## src/rtl/br_update_queue.sv

```systemverilog
// Branch update queue: buffers resolved branches from AGEX and drains them in order
// to the predictor update port, while tracking the committed global history register.
module br_update_queue #(
  parameter int PC_BITS  = 32,
  parameter int GHR_BITS = 8,
  parameter int DEPTH    = 4,
  parameter int CNT_BITS = 16,
  localparam int AW      = $clog2(DEPTH)
) (
  input  logic                clk,
  input  logic                reset_n,
  input  logic                res_valid,
  input  logic [PC_BITS-1:0]  res_pc,
  input  logic                res_taken,
  input  logic [PC_BITS-1:0]  res_target,
  input  logic                res_mispred,
  input  logic [GHR_BITS-1:0] res_ghr,
  output logic                upd_valid,
  input  logic                upd_ready,
  output logic [PC_BITS-1:0]  upd_pc,
  output logic                upd_taken,
  output logic [PC_BITS-1:0]  upd_target,
  output logic [GHR_BITS-1:0] upd_ghr,
  output logic [GHR_BITS-1:0] ghr,
  output logic [AW:0]         occupancy,
  output logic [CNT_BITS-1:0] drop_cnt
);

  // Handshake: a record transfers on any cycle where upd_valid && upd_ready; upd_valid
  // depends only on registered pointers and is held until that transfer happens.
  localparam logic [AW:0]         PTR_ONE = (AW+1)'(1);
  localparam logic [CNT_BITS-1:0] CNT_ONE = CNT_BITS'(1);

  logic [PC_BITS-1:0]  r_pc_mem     [DEPTH];
  logic                r_taken_mem  [DEPTH];
  logic [PC_BITS-1:0]  r_target_mem [DEPTH];
  logic [GHR_BITS-1:0] r_ghr_mem    [DEPTH];

  logic [AW:0]         r_wr_ptr;
  logic [AW:0]         r_rd_ptr;
  logic [GHR_BITS-1:0] r_ghr;
  logic [CNT_BITS-1:0] r_drop_cnt;

  logic w_empty;
  logic w_full;
  logic w_deq_fire;
  logic w_enq;
  logic w_drop;

  assign w_empty    = (r_wr_ptr == r_rd_ptr);
  assign w_full     = (r_wr_ptr[AW] != r_rd_ptr[AW]) &&
                      (r_wr_ptr[AW-1:0] == r_rd_ptr[AW-1:0]);
  assign w_deq_fire = upd_valid && upd_ready;
  // A full queue still accepts when the head leaves in the same cycle.
  assign w_enq      = res_valid && (!w_full || w_deq_fire);
  assign w_drop     = res_valid && w_full && !w_deq_fire;

  assign upd_valid  = !w_empty;
  assign upd_pc     = r_pc_mem[r_rd_ptr[AW-1:0]];
  assign upd_taken  = r_taken_mem[r_rd_ptr[AW-1:0]];
  assign upd_target = r_target_mem[r_rd_ptr[AW-1:0]];
  assign upd_ghr    = r_ghr_mem[r_rd_ptr[AW-1:0]];
  assign ghr        = r_ghr;
  assign occupancy  = r_wr_ptr - r_rd_ptr;
  assign drop_cnt   = r_drop_cnt;

  // Entry storage carries no reset; validity is tracked purely by the pointers.
  always_ff @(posedge clk) begin
    if (w_enq) begin
      r_pc_mem[r_wr_ptr[AW-1:0]]     <= res_pc;
      r_taken_mem[r_wr_ptr[AW-1:0]]  <= res_taken;
      r_target_mem[r_wr_ptr[AW-1:0]] <= res_target;
      r_ghr_mem[r_wr_ptr[AW-1:0]]    <= res_ghr;
    end
  end

  always_ff @(posedge clk or negedge reset_n) begin
    if (!reset_n) begin
      r_wr_ptr   <= '0;
      r_rd_ptr   <= '0;
      r_ghr      <= '0;
      r_drop_cnt <= '0;
    end else begin
      if (w_enq)      r_wr_ptr <= r_wr_ptr + PTR_ONE;
      if (w_deq_fire) r_rd_ptr <= r_rd_ptr + PTR_ONE;
      // History follows every resolution, even dropped ones; a mispredict
      // rebuilds it from the snapshot taken at prediction time.
      if (res_valid) begin
        if (res_mispred) r_ghr <= {res_ghr[GHR_BITS-2:0], res_taken};
        else             r_ghr <= {r_ghr[GHR_BITS-2:0], res_taken};
      end
      if (w_drop && (r_drop_cnt != '1)) r_drop_cnt <= r_drop_cnt + CNT_ONE;
    end
  end

endmodule

```

## config.mk

```make
export PLATFORM = sky130hd
export DESIGN_NAME = br_update_queue
export DESIGN_NICKNAME = d
export VERILOG_FILES = /design/src/rtl/br_update_queue.sv
export SDC_FILE = /design/constraint.sdc
export NUM_CORES = 1
export LEC_CHECK = 0
export CAP_MARGIN = 20
export CELL_PAD_IN_SITES_DETAIL_PLACEMENT = 0
export CELL_PAD_IN_SITES_GLOBAL_PLACEMENT = 2
export CORE_MARGIN = 1
export CORE_UTILIZATION = 34
export CTS_BUF_LIST = sky130_fd_sc_hd__clkbuf_4
export CTS_CLUSTER_DIAMETER = 60
export DETAILED_ROUTE_END_ITERATION = 12
export PLACE_DENSITY_LB_ADDON = 0.1
export SYNTH_ARGS = -nofsm -noshare
export SYNTH_HDL_FRONTEND = slang
export SYNTH_SLANG_ARGS = --single-unit
```

## constraint.sdc

```tcl
create_clock -name clk -period 3.71 [get_ports clk]
set_input_delay 0.9275 -clock clk [delete_from_list [all_inputs] [get_ports clk]]
set_output_delay 0.9275 -clock clk [all_outputs]
set_load 0.01 [all_outputs]
```

==> results.md, run 1 <==
- P_sw: 3.50 mW
- Post-synthesis sequential area ratio: 0.788
- DR vias: 6165
- Worst reg-to-reg path cell count: 6
- Die H: approximately 190 um
- Global-route wire length before repair: 40.8 mm
- Initial DRC count: 277
- WP buf/inv: 2
- Post-route DRC violation count: 0
- Port bufs: 178
- # nets final: 874
- M1 GR Usage: 0.186
- Most common cell after layout, fill and taps aside: edfxtp_1
- Initial core utilization: 0.348
- Crit-path cells: buf_4 > mux4_2 > clkdlybuf4s50_1
- CP peak stage delay: 0.56 ns
- GR met3 Demand/Resource: 0.0471
- Mapped Area: 12100 um2
- CTS sink cnt: approximately 320
- CP max-delay cell: mux4_2
- DIE AREA: 36300 um2
- Antenna viol nets, final: 0
- Crit path DAT: 2.57 ns
- Net Sw Frac: 0.291
- WHS: 0.494 ns
- Core area: 34700 um2
- FF+latch count, synth: 322
- CTS max path bufs: 3
- Htree depth: 3
- Outcome: finished clean
- Cells after Synth: about 520
- Critical path endpoint category: primary output
- Mapped Nets: 611
- Cts hold-fix bufs: 0
- Vias in the first global route: 6983
- GR peak layer: met2
- CP startpoint kind: register
- Finished Layout Cells: around 1300
- Worst-Skew Late Latency: 0.68 ns
- Main synth FF type: edfxtp_1
- Post-synth EDFFs: about 290
- Worst-Margin Slew: between 0.6 and 0.7 ns
- CP Class: register to primary output
- Routed length per instance: 20.5 um
- Fill count: 3023
- Comb pwr share: 0.348
- Avg Vias per Cell: approximately 4.8
- Crit path max fanout: 12
- Internal: 8.51 mW
- Fmax: 286 MHz
- Ys async rst share: 0.0932
- DIE WIDTH: 190 um
- Initial antenna violation count: 3
- Routability cong.: 0.732
- WP depth: 3
- Power, Total: 12.0 mW
- Rows: 68
- Yosys warning total: 0
- Clock network fraction of total power: 0.234
- Router iterations before antenna repair: 4
- HP Class: register to register
- Share of layout cells above drive strength 1: 0.279
- Gr usage total: 0.151
- Clk_skew: 0.0364 ns
- Fin. Hold Viols: 0
- Root buffer cell: clkbuf_4
- CP top delay family: buffers and inverters
- Slew Viols, Final: 0
- CTS Buf Count: 86
- Num ports: 179
- TritonCTS clock tree: done
- Total of max-cap violations: 0
- Reg-to-reg slack, setup: roughly 1.2 ns
- Synthesis-to-layout area growth: 29.6%
- Number of cells after detailed placement: 1152
- Largest net degree at the start of global routing: 33
- Maximum vdd ir drop: 0.000308 V
- RSZ-0062 raised after global routing: false
- Fin crit share: 0.944
- Final setup vio count: 0
- Setup TNS: 0 ns
- P_leak: 5.32 nW
- Global-route met2 utilization: 0.250
- Commonest cells after routing, fill and taps aside: 292 x edfxtp_1, 177 x clkdlybuf4s50_1, 121 x clkbuf_4
- Total Wirelength: 26.5 mm
- Period minus WS final: 3.50 ns
- HPWL after DPL: 16.4 mm
- Required time worst endpoint: 2.78 ns
- Library cells used by synthesis: 38
- Sequential power share: 0.418
- P per Cell Area: around 770 nW/um2
- Syn avg cell area: about 23 um2
- Min-Delay Path Depth: 1
- Total gr overflow: 0
- Clk slew on worst S/H paths: 0.06 ns
- Worst slew margin: 0.560
## final timing paths
path,from,endpoint
worst max register to register,r_rd_ptr[1],r_pc_mem[1][6]
min in group asynchronous,reset_n,drop_cnt[15]
worst max-delay path,r_rd_ptr[0],upd_ghr[6]
worst min register to register,r_rd_ptr[2],r_rd_ptr[2]
worst min-delay path,r_rd_ptr[2],r_rd_ptr[2]
max in group asynchronous,reset_n,r_rd_ptr[1]
## cell type report
class	count	area, um2	area share
diodes	2	5.00	0.000320
clock buffers	121	908	0.0581
clock inverters	18	72.6	0.00464
inverters	7	26.3	0.00168
multi-input cells	174	2460	0.157
flip-flops and latches	322	9530	0.609
well taps	455	569	0.0364
repair buffers	196	2080	0.133
## per-stage QoR
| step | area, um2 | utilization | setup slack, ns |
|---|---|---|---|
| 2_1_floorplan | 12100 | - | 0.612 |
| 3_3_place_gp | 14600 | 0.421 | 0.646 |
| 3_5_place_dp | 14600 | 0.421 | 0.667 |
| 4_1_cts | 15600 | 0.450 | 0.00225 |
| 5_1_grt | 15600 | 0.451 | 0.0161 |
| 6_report | 15600 | 0.451 | 0.208 |
## state kept, by name, indices dropped and copies added, names as in the netlist
signal / cells
drop_cnt: 16
ghr: 8
r_ghr_mem: 32
r_pc_mem: 128
r_rd_ptr: 3
r_taken_mem: 4
r_target_mem: 128
r_wr_ptr: 3
## synth_stat cells (2+ instances only)
library cell  count  area share
mux4_2           73        0.14
nand3_1           6      0.0025
edfxtp_1        292        0.73
nor3_2            4      0.0033
inv_1             7      0.0022
o21ai_0           2     0.00083
ha_1              8      0.0083
clkbuf_1         13      0.0040
a21oi_1           7      0.0029
nor2_1            8      0.0025
xor2_1           10      0.0073
and2_1            5      0.0026
dfrtp_1          30       0.062
nand4_1           4      0.0021
nor4_1            3      0.0016
mux2_2            2      0.0019
o21ai_1           2     0.00083
nand2_1           7      0.0022
mux2i_1           7      0.0058
xnor2_1           8      0.0058
buf_2             8      0.0033
mux2_1            2      0.0019
## worst reg2reg max path, stage by stage, from the launching register on
cell and delay, ns:
dfrtp_4 0.69, inv_1 0.09, ha_1 0.31, nand2_1 0.07, o31a_1 0.27, and2_4 0.48
buf_12 0.30
## repair_timing
| item | in CTS | in global routing |
|---|---|---|
| endpoints found under the setup margin | 65 | 1 |
| resized for setup | 1 | 1 |
| setup buffers | 2 | 0 |
## power groups by stage
stage / Clock (mW) / Combinational, mW / Sequential, mW
3_5_place_dp: 0 / 4.17 / 5.17
6_report: 2.82 / 4.17 / 5.02
2_1_floorplan: 0 / 2.13 / 4.98
3_3_place_gp: 0 / 4.16 / 5.13
4_1_cts: 2.96 / 4.32 / 5.04
5_1_grt: 3.13 / 4.49 / 5.09
## kinds of logic (layout without fill, tap and decap cells)
family / count (synthesis) / after routing / share of synthesized area
mux: 84 / 84 / 0.146
simple gates: 49 / 49 / 0.0269
flops: 322 / 322 / 0.788
compound gates: 14 / 14 / 0.00653
fa+ha+maj: 9 / 9 / 0.00995
buf+inv: 28 / 342 / 0.00953
xor+xnor: 18 / 18 / 0.0131
other cells: 0 / 2 / 0
## layer usage
| layer | up-vias | wire length (um) |
|---|---|---|
| met4 | 2 | 458 |
| li1 | 2758 | - |
| met3 | 40 | 1580 |
| met5 | - | 13 |
| met1 | 3184 | 11200 |
| met2 | 181 | 13200 |
(Power assumes the default switching activity.)
==> run 2: changes to the inputs <==
Settings changed: CORE_MARGIN 1 to unset.
==> results of run 2 <==
Final layout, timing and power as in run 1 (identical DEF).
